`src/rtl/jk_cmd_arbiter.sv`:
```
// jk_cmd_arbiter: arbitrates JK commands from NREQ requesters onto a JK bank.
// One command is granted per IDLE cycle and applied to its bit in the
// following APPLY cycle, so the block takes one command every two cycles.
//
// Ports:
//   clk, rst   : clock, synchronous active-high reset
//   req_valid  : per-requester command valid
//   req_ready  : per-requester accept (combinational, at most one bit high)
//   req_cmd    : 2-bit command per requester (00 hold, 01 reset, 10 set, 11 toggle)
//   req_idx    : IDXW-bit target bit index per requester
//   j_out/k_out: one-hot (or zero) JK drive for the APPLY cycle
//   q          : JK bank state
//   busy       : high during APPLY
//   gnt_id     : index of the last granted requester
//   err        : pulses during APPLY when the index was >= WIDTH
//
// Build option: define JK_CMD_ARBITER_FIXED_PRIO_EN to replace the
// round-robin search with fixed priority (lowest valid index wins).

module jk_cmd_arbiter #(
    parameter int NREQ  = 4,
    parameter int WIDTH = 8,
    parameter int IDXW  = 3,
    localparam int GW   = (NREQ > 1) ? $clog2(NREQ) : 1
) (
    input  logic                 clk,
    input  logic                 rst,
    input  logic [NREQ-1:0]      req_valid,
    output logic [NREQ-1:0]      req_ready,
    input  logic [2*NREQ-1:0]    req_cmd,
    input  logic [IDXW*NREQ-1:0] req_idx,
    output logic [WIDTH-1:0]     j_out,
    output logic [WIDTH-1:0]     k_out,
    output logic [WIDTH-1:0]     q,
    output logic                 busy,
    output logic [GW-1:0]        gnt_id,
    output logic                 err
);

    typedef enum logic {
        IDLE,
        APPLY
    } state_t;

    state_t          state;
    logic            found;
    logic [GW-1:0]   win;
    logic [GW-1:0]   cand;
    logic [1:0]      sel_cmd;
    logic [IDXW-1:0] sel_idx;
    logic            in_range;
    logic [WIDTH-1:0] onehot;

`ifndef JK_CMD_ARBITER_FIXED_PRIO_EN
    logic [GW-1:0]   rr_ptr;
    int              c;
`endif

    // Winner search and selection of the winner's command fields.
    always_comb begin
        found   = 1'b0;
        win     = '0;
        cand    = '0;
        sel_cmd = '0;
        sel_idx = '0;
`ifdef JK_CMD_ARBITER_FIXED_PRIO_EN
        for (int o = 0; o < NREQ; o++) begin
            cand = GW'(o);
            if (!found && req_valid[cand]) begin
                found = 1'b1;
                win   = cand;
            end
        end
`else
        c = 0;
        // Scan from rr_ptr upward, wrapping past NREQ-1.
        for (int o = 0; o < NREQ; o++) begin
            c = int'(rr_ptr) + o;
            if (c >= NREQ)
                c = c - NREQ;
            cand = GW'(c);
            if (!found && req_valid[cand]) begin
                found = 1'b1;
                win   = cand;
            end
        end
`endif
        for (int o = 0; o < NREQ; o++) begin
            if (GW'(o) == win) begin
                sel_cmd = req_cmd[2*o +: 2];
                sel_idx = req_idx[IDXW*o +: IDXW];
            end
        end
    end

    assign in_range = (32'(sel_idx) < 32'(WIDTH));
    assign onehot   = in_range ? (WIDTH'(1) << sel_idx) : '0;

    always_comb begin
        req_ready = '0;
        if (state == IDLE && !rst && found)
            req_ready[win] = 1'b1;
    end

    always_ff @(posedge clk) begin
        if (rst) begin
            state  <= IDLE;
            q      <= '0;
            j_out  <= '0;
            k_out  <= '0;
            busy   <= 1'b0;
            err    <= 1'b0;
            gnt_id <= '0;
`ifndef JK_CMD_ARBITER_FIXED_PRIO_EN
            rr_ptr <= '0;
`endif
        end else begin
            unique case (state)
                IDLE: begin
                    if (found) begin
                        state  <= APPLY;
                        busy   <= 1'b1;
                        gnt_id <= win;
`ifndef JK_CMD_ARBITER_FIXED_PRIO_EN
                        rr_ptr <= (win == GW'(NREQ - 1)) ? '0 : win + 1'b1;
`endif
                        // cmd[1] drives j, cmd[0] drives k.
                        j_out  <= sel_cmd[1] ? onehot : '0;
                        k_out  <= sel_cmd[0] ? onehot : '0;
                        err    <= !in_range;
                    end
                end
                APPLY: begin
                    // JK rule bitwise; bits with j=k=0 hold.
                    q     <= (j_out & ~q) | (~k_out & q);
                    j_out <= '0;
                    k_out <= '0;
                    busy  <= 1'b0;
                    err   <= 1'b0;
                    state <= IDLE;
                end
            endcase
        end
    end

endmodule

```
`config.mk`:
```
export PLATFORM = sky130hd
export DESIGN_NAME = jk_cmd_arbiter
export DESIGN_NICKNAME = d
export VERILOG_FILES = /design/src/rtl/jk_cmd_arbiter.sv
export SDC_FILE = /design/constraint.sdc
export NUM_CORES = 1
export LEC_CHECK = 0
export ABC_CLOCK_PERIOD_IN_PS = 4000
export CORE_ASPECT_RATIO = 1.25
export CORE_MARGIN = 2
export CORE_UTILIZATION = 47
export CTS_CLUSTER_DIAMETER = 150
export DETAILED_ROUTE_END_ITERATION = 10
export PLACE_DENSITY = 0.93
export SYNTH_ARGS = -nofsm -noshare
export SYNTH_HDL_FRONTEND = slang
export SYNTH_SLANG_ARGS = --single-unit
export TNS_END_PERCENT = 1
```
`constraint.sdc`:
```
create_clock -name clk -period 4 [get_ports clk]
set_clock_uncertainty 0.2 [all_clocks]
set_input_delay 0.8 -clock clk [delete_from_list [all_inputs] [get_ports clk]]
set_output_delay 0.8 -clock clk [all_outputs]
set_load 0.02 [all_outputs]
```
==> metrics.md, run 1 <==
| Metric | Value |
|---|---|
| Root Driver | clkbuf_4 |
| Avg WL per Cell | 13.56 um |
| GR Util met2 | 0.4226 |
| Pwr per Cell Area | 379.9 mW/mm^2 |
| Synth warn | 0 |
| Share of layout cells above drive strength 1 | 0.1224 |
| #FFs+latches synth | 30 |
| Setup Viol. Count Final | 0 |
| Kind of critical path | in2out |
| Placed instance area | 0.002131 sq mm |
| Synth top area share | 0.3990 |
| TNS Setup | 0 ns |
| Fmax | 263.7 MHz |
| IO Count | 58 |
| DP Wirelength | 2992 um |
| Routability cong. | 0.8016 |
| Crit path max fanout | 5 |
| Setup Buffers After CTS | 0 |
| GRT Util Overall | 0.2376 |
| Clock power share | 0.220 |
| Slew margin rel. | 0.4702 |
| Synth-to-layout area growth | 45.97% |
| Drt pass-1 iters | 4 |
| Top post-synthesis cells by area | dfxtp_1 40%, nand2_1 7.7%, o21ai_0 4.7% |
| Fin util | 0.7323 |
| Vias in the first global route | 1425 |
| Post-layout net count | 274 |
| CP Capture Type | primary output |
| Final WL | 3811 um |
| Global-route wire length before repair | 6272 um |
| Sequential area share after synthesis | 0.3990 |
| Busiest grt layer | met2 |
| Synth Cell Area | 0.001505 sq mm |
| Post-CTS sizing | 3 |
| FFs w/ async S/R, synth | 0 |
| Startpoint Class | primary input |
| # port buffers | 56 |
| P_leak | 0.8702 nW |
| Status | complete, no violations |
| Fin area | 0.002197 sq mm |
| # DRC | 0 |
| Number of max-cap violations | 0 |
| H-tree depth | 2 |
| Main synth FF type | dfxtp_1 |
| Seq pwr share | 0.406 |
| Clk buf depth | 2 |
| Yosys top cell by area | dfxtp_1 |
| Unique masters post-synth | 47 |
| Cells after synthesis | 179 |
| Max Slew Vio Count | 0 |
| Post-route ant nets | 0 |
| Met3 GRT Util | 0.07080 |
| GR Util met1 | 0.2435 |
| Initial antenna violation count | 0 |
| Syn nets | 209 |
| CTS Sinks | 30 |
| Num CTS Buffers | 5 |
| Vias | 1525 |
| Initial Util | 0.5017 |
| N_diodes | 0 |
| Hold WC Path Type | reg2reg |
| EDFF count, synth | 0 |
| Avg Inst Size Synth | 8.409 sq um |
| Vert. Die Dim | 67.27 um |
| Core box area | 0.003000 sq mm |
| CTS tree | yes |
| Drt via density | 5.427 |
| RSZ-0062 raised after global routing | no |
| P_sw | 282.2 uW |
| Pint | 552.5 uW |
| Global route overflow | 0 |
| Measured slew at the worst slew-check pin | 0.7936 ns |
| Power, Total | 834.7 uW |
| Hold_buf cts | 0 |
| Row Count | 22 |
| Critical Path RT | 3.00 ns |
| Crit path DAT | 2.79 ns |
| Comb power frac | 0.374 |
| Total die area | 0.003674 sq mm |
| Chip Width | 54.62 um |
| Sw Share | 0.3381 |
| Drt first-iter violations | 21 |
| Maximum vdd drop | 309.9 uV |
| Clock-pin slew on the worst setup and hold paths | 0.08 ns |
| Largest net degree at the start of global routing | 23 |
| Fin. Hold Viols | 0 |
| Min Tclk post-route | 3.792 ns |
| Clk_lat worst skew | 0.33 ns |
| Final Cycle Share | 0.9481 |
[critical path: stages]
cell             delay, ns
clkdlybuf4s50_1       0.48
nor2b_2               0.19
o21a_1                0.21
nor4_1                0.21
buf_4                 0.18
inv_1                 0.05
ha_1                  0.21
and2_1                0.14
dlygate4sd2_1         0.31
[flip-flops by register name, indices dropped and copies added, names as in the netlist]
name and cells:
j_out 8, k_out 8, q 8, gnt_id 2, rr_ptr 2, busy 1
state 1
[power by group through the flow]
stage	clock, mW	sequential (mW)	combinational, mW
2_1_floorplan	0	0.358	0.180
3_3_place_gp	0	0.345	0.304
3_5_place_dp	0	0.346	0.312
4_1_cts	0.188	0.339	0.312
5_1_grt	0.205	0.342	0.343
6_report	0.184	0.339	0.312
[placed cells by master, fill, tap and decap left out, types with 3 or more instances in the layout]
cell,Yosys,routed
nand2_1,31,31
clkbuf_4,0,5
buf_4,1,9
ha_1,4,4
a21oi_1,12,11
dfxtp_1,30,30
nor2_1,18,18
and2_1,4,4
o21ai_0,14,14
nand2b_1,3,3
clkdlybuf4s50_1,0,52
inv_1,5,5
o31ai_1,8,8
[path summary, 6_finish.rpt]
path                                from                     to  slack (ns)  cells after the start
setup reg to reg  rr_ptr[0]$_SDFFE_PP0P_  j_out[0]$_SDFFE_PP0P_        1.13                     11
hold / removal     k_out[3]$_SDFFE_PP0P_  k_out[3]$_SDFFE_PP0P_        0.28                      2
hold reg to reg    k_out[3]$_SDFFE_PP0P_  k_out[3]$_SDFFE_PP0P_        0.28                      2
setup / recovery            req_valid[0]           req_ready[0]        0.21                      9
[final cells by class]
cell class	instances	area (sq um)
multi-input combinational	136	838.3
clock buffer	7	55.05
inverter	6	22.52
clock inverter	1	5.005
tap	36	45.04
timing repair buffer	65	630.6
fill	229	803.3
sequential	30	600.6
[cell usage after synthesis, types with 2 or more instances]
| cell type | number |
|---|---|
| nor3_1 | 2 |
| nand2_1 | 31 |
| a21oi_1 | 12 |
| nor2_1 | 18 |
| buf_6 | 2 |
| and2_1 | 4 |
| o22a_1 | 2 |
| buf_2 | 2 |
| nor2b_1 | 2 |
| o22ai_1 | 2 |
| or3_4 | 2 |
| nor3b_1 | 2 |
| o21ai_0 | 14 |
| o31ai_1 | 8 |
| dfxtp_1 | 30 |
| ha_1 | 4 |
| clkbuf_1 | 2 |
| a211oi_1 | 2 |
| nand3_1 | 2 |
| o2111ai_1 | 2 |
| inv_1 | 5 |
| a221o_1 | 2 |
| nand2b_1 | 3 |
[through the flow]
| step | instances | hold slack (ns) | setup WS (ns) |
|---|---|---|---|
| 6_report | 281 | 0.2799 | 0.2076 |
| 5_1_grt | 281 | 0.3003 | 0.1169 |
| 4_1_cts | 281 | 0.2819 | 0.01387 |
| 3_5_place_dp | 273 | 0.2700 | -0.08849 |
| 3_3_place_gp | 273 | 0.2656 | 0.03361 |
| 2_1_floorplan | 179 | 0.2670 | 0.8089 |
[layer usage]
metal | vias to the layer above | share of wire
met2 | 49 | 0.54
met4 | 0 | 0.022
li1 | 762 | -
met5 | - | 0
met1 | 705 | 0.39
met3 | 9 | 0.045
[cells by family (layout without fill, tap and decap cells)]
kind of cell	Yosys count	after routing	share of synthesized area
and+or+nand+nor	79	79	0.2860
AOI/OAI and AO/OA	52	52	0.2328
DFF	30	30	0.3990
buffers and inverters	13	79	0.04655
adders and majority gates	4	4	0.03325
other	1	1	0.002491
Note: power is estimated with default switching activity, not from simulation.
==> run 2: changes to the inputs <==
--- a/config.mk
+++ b/config.mk
@@ -11,6 +11,7 @@
 export CORE_UTILIZATION = 47
 export CTS_CLUSTER_DIAMETER = 150
 export DETAILED_ROUTE_END_ITERATION = 10
+export MAX_ROUTING_LAYER = met4
 export PLACE_DENSITY = 0.93
 export SYNTH_ARGS = -nofsm -noshare
 export SYNTH_HDL_FRONTEND = slang
==> run 2 against run 1 <==
  * Non-clock buffer count is the same
  * Utilization is the same
  * Critical path depth is the same
==> metrics.md, run 2 (synthesis gave the netlist of run 1 again) <==
| Metric | Value |
|---|---|
| Status | complete, no violations (unchanged) |
| Drt pass-1 iters | 4 (unchanged) |
| Hold path depth | 2 (unchanged) |
| H-tree depth | 2 (unchanged) |
| Min-Delay Endpoint | k_out[3]$_SDFFE_PP0P_ (unchanged) |
| Commonest non-fill, non-tap cell in the layout | clkdlybuf4s50_1 (unchanged) |
| Met2 wire len | 2053 um (was 2052 um) |
| CP Capture Type | primary output (unchanged) |
| Post-layout net count | 274 (unchanged) |
| Multi-input gate area | 838.3 sq um (unchanged) |
| Global-route wire length before repair | 6272 um (unchanged) |
| Vias | 1526 (was 1525) |
| R2R Setup Slk | 1.13 ns (about the same) |
| Setup Viol. Count Final | 0 (unchanged) |
| Kind of critical path | in2out (unchanged) |
| Synth-to-layout area growth | 45.97% (unchanged) |
| Avg WL per Cell | 13.57 um (was 13.56 um) |
| Largest registers | j_out (8), k_out (8), q (8) (unchanged) |
| Startpoint Class | primary input (unchanged) |
| Chip Width | 54.62 um (unchanged) |
| Final Cycle Share | 0.9484 (was 0.9481) |
| Vias in the first global route | 1425 (unchanged) |
| Min Tclk post-route | 3.793 ns (was 3.792 ns) |
| Number of max-cap violations | 0 (unchanged) |
| GRT Util Overall | 0.2441 (was 0.2376) |
| Metal-1 WL | 1515 um (was 1505 um) |
| Critical Path RT | 3.00 ns (about the same) |
| RSZ-0062 raised after global routing | no (unchanged) |
| Num CTS Buffers | 5 (unchanged) |
| Crit path DAT | 2.79 ns (about the same) |
| Drt first-iter violations | 24 (was 21) |
| Clk buf depth | 2 (unchanged) |
| Placed instance area | 0.002131 sq mm (unchanged) |
| Measured slew at the worst slew-check pin | 0.7970 ns (was 0.7936 ns) |
| Register Area | 600.6 sq um (unchanged) |
| Worst reg-to-reg path cell count | 11 (unchanged) |
| Total die area | 0.003674 sq mm (unchanged) |
| Reg2Reg Capture Point | j_out[0]$_SDFFE_PP0P_ (unchanged) |
| Routability cong. | 0.8132 (was 0.8016) |
| N_diodes | 0 (unchanged) |
| Share of layout cells above drive strength 1 | 0.1224 (unchanged) |
| Post-route ant nets | 0 (unchanged) |
| CTS Sinks | 30 (unchanged) |
| DP Wirelength | 2992 um (unchanged) |
| Largest net degree at the start of global routing | 23 (unchanged) |
| Global route overflow | 0 (unchanged) |
| Hold_buf cts | 0 (unchanged) |
| CTS tree | yes (unchanged) |
| Max Slew Vio Count | 0 (unchanged) |
| Hold_sp | k_out[3]$_SDFFE_PP0P_ (unchanged) |
| Final hold slack | 0.2799 ns (about the same) |
| Fmax | 263.6 MHz (was 263.7 MHz) |
| Row Count | 22 (unchanged) |
| IO Count | 58 (unchanged) |
| Pwr per Cell Area | 380.0 mW/mm^2 (was 379.9 mW/mm^2) |
| Fin. Hold Viols | 0 (unchanged) |
| Maximum vdd drop | 309.9 uV (about the same) |
| Core box area | 0.003000 sq mm (unchanged) |
| Slew margin rel. | 0.4679 (was 0.4702) |
| Clock-pin slew on the worst setup and hold paths | 0.08 ns (about the same) |
| Reg2reg start | rr_ptr[0]$_SDFFE_PP0P_ (unchanged) |
| Initial antenna violation count | 0 (unchanged) |
| # port buffers | 56 (unchanged) |
| # DRC | 0 (unchanged) |
| Vert. Die Dim | 67.27 um (unchanged) |
| Drt via density | 5.431 (was 5.427) |
| P_leak | 0.8702 nW (unchanged) |
| Crit path max fanout | 5 (unchanged) |
| DR WL met3 | 162 um (was 170 um) |
| Final WL | 3814 um (was 3811 um) |
| DR top layer | met4 (unchanged) |
| Root Driver | clkbuf_4 (unchanged) |
| Fin area | 0.002197 sq mm (unchanged) |
| Clk_lat worst skew | 0.33 ns (about the same) |
| Initial Util | 0.5017 (unchanged) |
| Most frequent cells in the layout | 52 x clkdlybuf4s50_1, 31 x nand2_1, 30 x dfxtp_1 (unchanged) |
| Hold WC Path Type | reg2reg (unchanged) |
| Fillers | 229 (unchanged) |
-- run 2: repair_timing --
| item | CTS | global route |
|---|---|---|
| setup endpoints to repair | 3 | 2 |
| setup buffers | 0 | 0 |
| resized for setup | 3 | 2 |
-- run 2: worst max path at each step --
| stage | startpoint | endpoint | depth (start not counted) |
|---|---|---|---|
| floorplan | req_valid[0] | req_ready[3] | 6 |
| global placement | req_valid[0] | req_ready[0] | 9 |
| detailed placement | req_valid[0] | req_ready[0] | 9 |
| CTS | req_valid[0] | req_ready[3] | 9 |
| global route | req_valid[0] | req_ready[2] | 9 |
| finish | req_valid[0] | req_ready[0] | 9 |
-- run 2: worst max-delay path, stage by stage --
cell	delay, ns
clkdlybuf4s50_1	0.48
nor2b_2	0.19
o21a_1	0.21
nor4_1	0.21
buf_4	0.18
inv_1	0.05
ha_1	0.21
and2_1	0.14
dlygate4sd2_1	0.31
-- run 2: layout make-up --
class,count,share of cell area
tap,36,0.02050
multi-input combinational,136,0.3815
clock buffer,7,0.02506
sequential,30,0.2733
inverter,6,0.01025
timing repair buffer,65,0.2870
clock inverter,1,0.002278
-- run 2: per-layer routing --
| metal | vias up | track usage |
|---|---|---|
| li1 | 762 | - |
| met1 | 706 | 0.2462 |
| met2 | 49 | 0.4226 |
| met3 | 9 | 0.06637 |
| met4 | 0 | 0.1156 |
| met5 | - | - |
-- run 2: power by group --
part           switching, mW  total (mW)  internal [mW]  leakage, nW
combinational          0.164       0.312          0.149        0.591
sequential            0.0201       0.339          0.319        0.244
clock                 0.0987       0.184         0.0850       0.0353
total                  0.282       0.835          0.553        0.870
-- run 2: metrics by stage --
step                      TNS, ns  total power, mW  setup WS, ns  instances  utilization
after global routing            0           0.8898        0.1169        281       0.7323
after detailed placement  -0.1487           0.6573      -0.08849        273       0.7102
after CTS                       0           0.8387       0.01387        281       0.7306
after floorplan                 0           0.5374        0.8089        179            -
final                           0           0.8348        0.2066        281       0.7323
after global placement          0           0.6487       0.03361        273       0.7102
==> run 3: changes to the inputs <==
--- a/config.mk
+++ b/config.mk
@@ -11,7 +11,6 @@
 export CORE_UTILIZATION = 47
 export CTS_CLUSTER_DIAMETER = 150
 export DETAILED_ROUTE_END_ITERATION = 10
-export MAX_ROUTING_LAYER = met4
 export PLACE_DENSITY = 0.93
 export SYNTH_ARGS = -nofsm -noshare
 export SYNTH_HDL_FRONTEND = slang
==> results of run 3 <==
Same layout as run 1: the final DEF is identical, and so are final timing and power.
